**config.mk**
```make
export PLATFORM = sky130hd
export DESIGN_NAME = eeprom_program_loader
export DESIGN_NICKNAME = d
export VERILOG_FILES = /design/src/rtl/eeprom_program_loader.sv
export SDC_FILE = /design/constraint.sdc
export NUM_CORES = 1
export LEC_CHECK = 0
export ABC_CLOCK_PERIOD_IN_PS = 2480
export CAP_MARGIN = 20
export CORE_MARGIN = 2
export CORE_UTILIZATION = 46
export CTS_CLUSTER_SIZE = 16
export DETAILED_ROUTE_END_ITERATION = 12
export PLACE_DENSITY = 0.76
export RECOVER_POWER = 50
export SLEW_MARGIN = 10
export SYNTH_ARGS = -nofsm -noshare
export SYNTH_HDL_FRONTEND = slang
export SYNTH_SLANG_ARGS = --single-unit
```
**constraint.sdc**
```tcl
create_clock -name clk -period 2.48 [get_ports clk]
set_input_delay 0.62 -clock clk [delete_from_list [all_inputs] [get_ports clk]]
set_output_delay 0.62 -clock clk [all_outputs]
set_load 0.02 [all_outputs]
```
**src/rtl/eeprom_program_loader.sv**
```systemverilog
// Boot-time copier: reads LOAD_BYTES from the SPI EEPROM reader and writes them as
// little-endian 32-bit words to BASE_ADDRESS. `define LOADER_CHECKSUM_EN adds a checksum port.
//
// state      | meaning
// IDLE       | waiting for start after reset
// STROBE     | present byte address, pulse eeprom_strobe
// WAIT_BUSY  | dead cycle while the reader drops ready
// WAIT_READY | wait for ready (timeout counted), latch byte into its lane
// PACK       | advance byte counter, decide write or next byte
// WRITE      | single-cycle bus write of the word buffer
// WRITE_END  | release bus, clear word buffer
// FINISH     | image in RAM, done held
// ERROR      | reader timeout, error held
module eeprom_program_loader #(
  parameter int          LOAD_BYTES     = 2048,
  parameter logic [15:0] BASE_ADDRESS   = 16'hc000,
  parameter int          TIMEOUT_CYCLES = 4095
) (
  input  logic        clk,
  input  logic        reset,
  input  logic        start,
  output logic [10:0] eeprom_address,
  output logic        eeprom_strobe,
  input  logic        eeprom_ready,
  input  logic [7:0]  eeprom_data,
  output logic [15:0] mem_address,
  output logic [31:0] mem_write,
  output logic [3:0]  mem_write_mask,
  output logic        mem_bus_enable,
  output logic        mem_write_enable,
  output logic        busy,
  output logic        done,
  output logic        error
`ifdef LOADER_CHECKSUM_EN
  ,
  output logic [7:0]  checksum
`endif
);

  localparam int          TW        = $clog2(TIMEOUT_CYCLES + 1);
  localparam logic [TW-1:0] TMAX    = TW'(TIMEOUT_CYCLES - 1);
  localparam logic [11:0] LAST_BYTE = 12'(LOAD_BYTES - 1);
  localparam logic [11:0] LOAD_N    = 12'(LOAD_BYTES);

  typedef enum logic [3:0] {
    IDLE, STROBE, WAIT_BUSY, WAIT_READY, PACK, WRITE, WRITE_END, FINISH, ERROR
  } state_t;

  state_t        state, state_next;
  logic [11:0]   counter;
  logic [31:0]   word_buf;
  logic [TW-1:0] tcnt;
  logic [10:0]   addr_q;
  logic [11:0]   word_last;
  logic          restart;

  // counter has already moved past the last loaded byte when WRITE is reached
  assign word_last = counter - 12'd1;
  assign restart   = start && (state == IDLE || state == FINISH || state == ERROR);

  always_ff @(posedge clk) begin
    if (reset) begin
      state    <= IDLE;
      counter  <= '0;
      word_buf <= '0;
      tcnt     <= '0;
      addr_q   <= '0;
    end else begin
      state <= state_next;
      if (restart) begin
        counter  <= '0;
        word_buf <= '0;
      end
      case (state)
        STROBE:    addr_q <= counter[10:0];
        WAIT_BUSY: tcnt   <= '0;
        WAIT_READY: begin
          if (eeprom_ready) word_buf[{counter[1:0], 3'b000} +: 8] <= eeprom_data;
          else              tcnt <= tcnt + TW'(1);
        end
        PACK:      counter  <= counter + 12'd1;
        WRITE_END: word_buf <= '0;
        default: ;
      endcase
    end
  end

  always_comb begin
    state_next       = state;
    eeprom_address   = addr_q;
    eeprom_strobe    = 1'b0;
    mem_address      = 16'h0000;
    mem_write        = 32'h0;
    mem_write_mask   = 4'b1111;
    mem_bus_enable   = 1'b0;
    mem_write_enable = 1'b0;
    busy             = 1'b1;
    done             = 1'b0;
    error            = 1'b0;
    case (state)
      IDLE: begin
        busy = 1'b0;
        if (start) state_next = STROBE;
      end
      STROBE: begin
        eeprom_strobe  = 1'b1;
        eeprom_address = counter[10:0];
        state_next     = WAIT_BUSY;
      end
      WAIT_BUSY: state_next = WAIT_READY;
      WAIT_READY: begin
        if (eeprom_ready)      state_next = PACK;
        else if (tcnt == TMAX) state_next = ERROR;
      end
      PACK: begin
        if (counter[1:0] == 2'd3 || counter == LAST_BYTE) state_next = WRITE;
        else                                              state_next = STROBE;
      end
      WRITE: begin
        mem_address      = BASE_ADDRESS + {4'b0000, word_last[11:2], 2'b00};
        mem_write        = word_buf;
        // lanes 0..word_last[1:0] were loaded; a full word shifts the mask to 0000
        mem_write_mask   = 4'b1110 << word_last[1:0];
        mem_bus_enable   = 1'b1;
        mem_write_enable = 1'b1;
        state_next       = WRITE_END;
      end
      WRITE_END: state_next = (counter == LOAD_N) ? FINISH : STROBE;
      FINISH: begin
        busy = 1'b0;
        done = 1'b1;
        if (start) state_next = STROBE;
      end
      ERROR: begin
        busy  = 1'b0;
        error = 1'b1;
        if (start) state_next = STROBE;
      end
      default: state_next = IDLE;
    endcase
  end

`ifdef LOADER_CHECKSUM_EN
  logic [7:0] sum_q;
  logic [7:0] lane_byte;

  assign lane_byte = word_buf[{counter[1:0], 3'b000} +: 8];

  always_ff @(posedge clk) begin
    if (reset)              sum_q <= 8'h00;
    else if (restart)       sum_q <= 8'h00;
    else if (state == PACK) sum_q <= sum_q + lane_byte;
  end

  assign checksum = sum_q;
`endif

endmodule

```
==> impl_summary.log <==
[metrics] mean area per synthesized cell: approximately 8.4 µm²
[metrics] Ports: slightly above 80
[metrics] violated checks: setup timing
[metrics] headroom to the max-slew limit: ~48%
[metrics] kind of critical path: flip-flop to output pin
[metrics] TritonRoute pass-1 iters: 4
[metrics] internal power consumption: ~0.0016 W
[metrics] sequential area share after synthesis: between 30% and 40%
[metrics] Yosys top cell by area: dfxtp_1
[metrics] Critical R2R Capture: word_buf[26]
[metrics] period utilisation layout: 104.3%
[metrics] YS warnings: 0
[metrics] hold violation total from the final report: 0
[metrics] count of flip-flops with a built-in enable after synthesis: 0
[metrics] leakage power total: 2.060 nW
[metrics] Clock transition at path regs: roughly 0.07 ns
[metrics] final-layout fill cell count: 730
[metrics] top cells by instance count after synthesis: 71 x dfxtp_1, 46 x and2_1, 40 x a21oi_1
[metrics] maximum vdd drop: 407.3 µV
[metrics] clock period minus final worst setup slack: between 2 and 3 ns
[metrics] CTS tree: yes
[metrics] wire length per cell after detailed routing: about 16 µm
[metrics] pin count of the biggest net entering global routing: slightly below 50
[metrics] max-cap violations: 0
[metrics] CP Launch Point: counter[0]
[metrics] Setup crit end: mem_write_mask[2]
[metrics] R2R cell count: 9
[metrics] count of H-tree levels built during CTS: 3
[metrics] post-detailed-route count of antenna-violating nets: 0
[metrics] share of the synthesized area in the top cell type: 37.10%
[metrics] Max Fclk: slightly below 400 MHz
[metrics] Worst Tran Pin Value: 0.7795 ns
[metrics] Area growth syn-to-layout: 30.70%
[metrics] combinational cell fraction of total power: about an eighth
[metrics] initial cell density of the core: between 40% and 50%
[metrics] CTS sink cnt: 71
[metrics] total number of vias: 3733
[metrics] number of CTS-inserted buffers: 9
[metrics] post-route DRC violation count: 0
[metrics] total routing resource utilization after global routing: between 20% and 30%
[metrics] clock tree buffer depth: 2
[metrics] overall die height: around 95 µm
[metrics] data required time of the critical path: roughly 1.9 ns
[metrics] Pins Over Slew Limit: 0
[metrics] number of vias per cell: approximately 5.6
[metrics] die area: 9074 µm²
[metrics] sum of routed wire length over all layers: 10400 µm
[metrics] clock root buffer master: clkbuf_8
[metrics] hpwl dp: 7251 µm
[metrics] number of global-route vias before repair: between 3000 and 4000
[metrics] class of the tightest hold or removal check: flip-flop to flip-flop
[metrics] number of rows in the core area: 33
[metrics] reg-to-reg slack, setup: -0.01 ns
[metrics] Worst EP arrival: between 1.5 and 2 ns
[metrics] largest fanout on the critical path: 5
[metrics] Port-buffer cells: between 70 and 80
[metrics] power per standard cell area: 440.9 nW/µm²
[metrics] share of flip-flops with an asynchronous set or reset: 0%
[metrics] number of flip-flops and latches in the synthesized netlist: 71
[metrics] CP Launch Type: flip-flop
[metrics] Mapped Cells: 455
[metrics] switching power total: 0.0005971 W
[metrics] dominant synthesized flop cell: dfxtp_1
[metrics] pre-CTS WS: -0.2341 ns
[metrics] grt total ovfl: 0
[metrics] Critical Path Sink Type: output pin
[metrics] instance area after placement: slightly below 5000 µm²
[metrics] leading cell type by number of instances after synthesis: dfxtp_1
[metrics] largest cells by area after synthesis: dfxtp_1 37%, and2_1 7.5%, a21oi_1 5.2%
[metrics] worst-skew pair later-pin latency: between 0.3 and 0.4 ns
[metrics] worst-case setup margin in the final layout: -0.1077 ns
[metrics] run status: finished with violations
[metrics] Core Region: around 8100 µm²
[metrics] setup TNS: -0.9209 ns
[metrics] Routability Congestion: slightly above 0.9
[metrics] wire length of the first global-routing pass: around 17000 µm
[metrics] number of distinct library cells after synthesis: 57
[metrics] Die X: 95.26 µm
[metrics] count of routing violations after the opening detailed-route iteration: approximately 190
[metrics] unrepaired setup endpoints after global routing: yes
[metrics] cell area after technology mapping: around 3800 µm²
[metrics] Setup violations, final: 17
[metrics] power consumption: around 0.0022 W
[metrics] number of antenna violations at the first check in global routing: 0
[metrics] ANT cells: 0
[metrics] share of power burned in registers: between 50% and 60%
[metrics] switching part of the total: a little over a quarter
[metrics] Layout Cell Area excl Fill: approximately 5000 µm²
[metrics] worst clock skew: about 0.008 ns
[metrics] worst reg2reg startpoint: counter[0]
[metrics] share of cells above drive strength 1: between 20% and 30%
[metrics] clock power share: a little over a third
[metrics] number of nets at the end of the flow: ~580
==> power groups by stage <==
stage	logic, W	clock network (W)	registers [W]
final	0.000279	0.000774	0.00115
after global routing	0.000301	0.000838	0.00116
after CTS	0.000268	0.000785	0.00116
after detailed placement	0.000258	0	0.00118
after global placement	0.000254	0	0.00118
after floorplan	0.000162	0	0.00118
==> state kept, by name, indices dropped and copies added, names as in the netlist <==
register  count
counter      12
word_buf     32
tcnt         12
addr_q       11
state         4
==> worst max-delay path, stage by stage, from the launching register on <==
cell and delay, ns:
dfxtp_4 0.36, inv_4 0.06, buf_4 0.10, clkbuf_1 0.35
ha_1 0.32, nand2b_1 0.15, clkdlybuf4s15_1 0.28
==> cell usage in the layout, fill, tap and decap left out, types with 3 or more instances in the layout <==
master,count
o31ai_1,4
clkbuf_8,9
or4_1,5
mux2_2,7
nand4_1,9
clkdlybuf4s50_1,9
conb_1,4
xor2_1,3
nor2_1,35
o211ai_1,4
nand2_1,33
nand3b_1,3
buf_4,44
buf_2,8
a311oi_1,4
ha_1,7
clkdlybuf4s15_1,5
dfxtp_2,3
clkbuf_1,7
nand3_1,10
dfxtp_1,66
a31oi_1,5
dlygate4sd2_1,11
nor3_2,3
a32oi_1,16
xnor2_1,9
and4_1,3
and2_1,46
inv_1,6
clkbuf_2,31
and3_1,3
a21oi_1,38
o21ai_0,21
mux2_1,3
buf_6,6
or3_1,8
nor4_4,4
nor3_1,8
clkinv_2,5
==> final cells by class <==
cell class / count / area (µm²) / area share, %
clock inverters: 5 / 25.02 / 0.4998
flip-flops and latches: 71 / 1433 / 28.61
clock buffers: 11 / 131.4 / 2.624
well taps: 105 / 131.4 / 2.624
multi-input cells: 339 / 2318 / 46.30
repair buffers: 125 / 932.1 / 18.62
inverters: 9 / 36.28 / 0.7246
==> layer usage <==
layer / up-vias / routed length, µm / part of all wire (%) / GRT usage [%]
met4: 0 / 197 / 1.9 / 10.27
met5: - / 0 / 0 / 0
met2: 124 / 5057 / 49 / 37.91
met3: 21 / 537 / 5.2 / 4.111
met1: 1763 / 4606 / 44 / 30.06
li1: 1825 / - / - / -
==> metrics by stage <==
step	instances	utilization, %	hold slack [ns]
4_1_cts	661	62.68	0.4717
2_1_floorplan	458	-	0.4390
5_1_grt	665	61.56	0.4912
6_report	665	61.56	0.4691
3_3_place_gp	639	59.94	0.4505
3_5_place_dp	639	59.94	0.4617
==> worst min path at each step <==
stage / from / end / slack [ns] / depth (start not counted)
6_report: word_buf[21] / word_buf[21] / 0.47 / 2
5_1_grt: word_buf[23] / word_buf[23] / 0.49 / 2
4_1_cts: word_buf[21] / word_buf[21] / 0.47 / 2
3_5_place_dp: word_buf[20] / word_buf[20] / 0.46 / 2
3_3_place_gp: word_buf[28] / word_buf[28] / 0.45 / 2
2_1_floorplan: word_buf[28] / word_buf[28] / 0.44 / 2
==> cell families (layout without fill, tap and decap cells) <==
logic type	Yosys count	after routing	synth area share, %
xor gates and xnor gates	12	12	2.744
AOI/OAI and AO/OA	106	106	17.70
other	1	4	0.09788
DFF	71	71	37.10
buffers and inverters	48	150	5.715
muxes	12	12	3.494
and+or+nand+nor	197	197	30.54
adders and majority gates	8	8	2.613
==> what timing repair did <==
item	CTS	global route
pin swaps	6	10
buffers inserted	5	4
gates cloned	1	0
setup endpoints to repair	65	53
resized for setup	139	90
hold buffers	0	0
No activity file was read; power rests on OpenSTA's default activity.
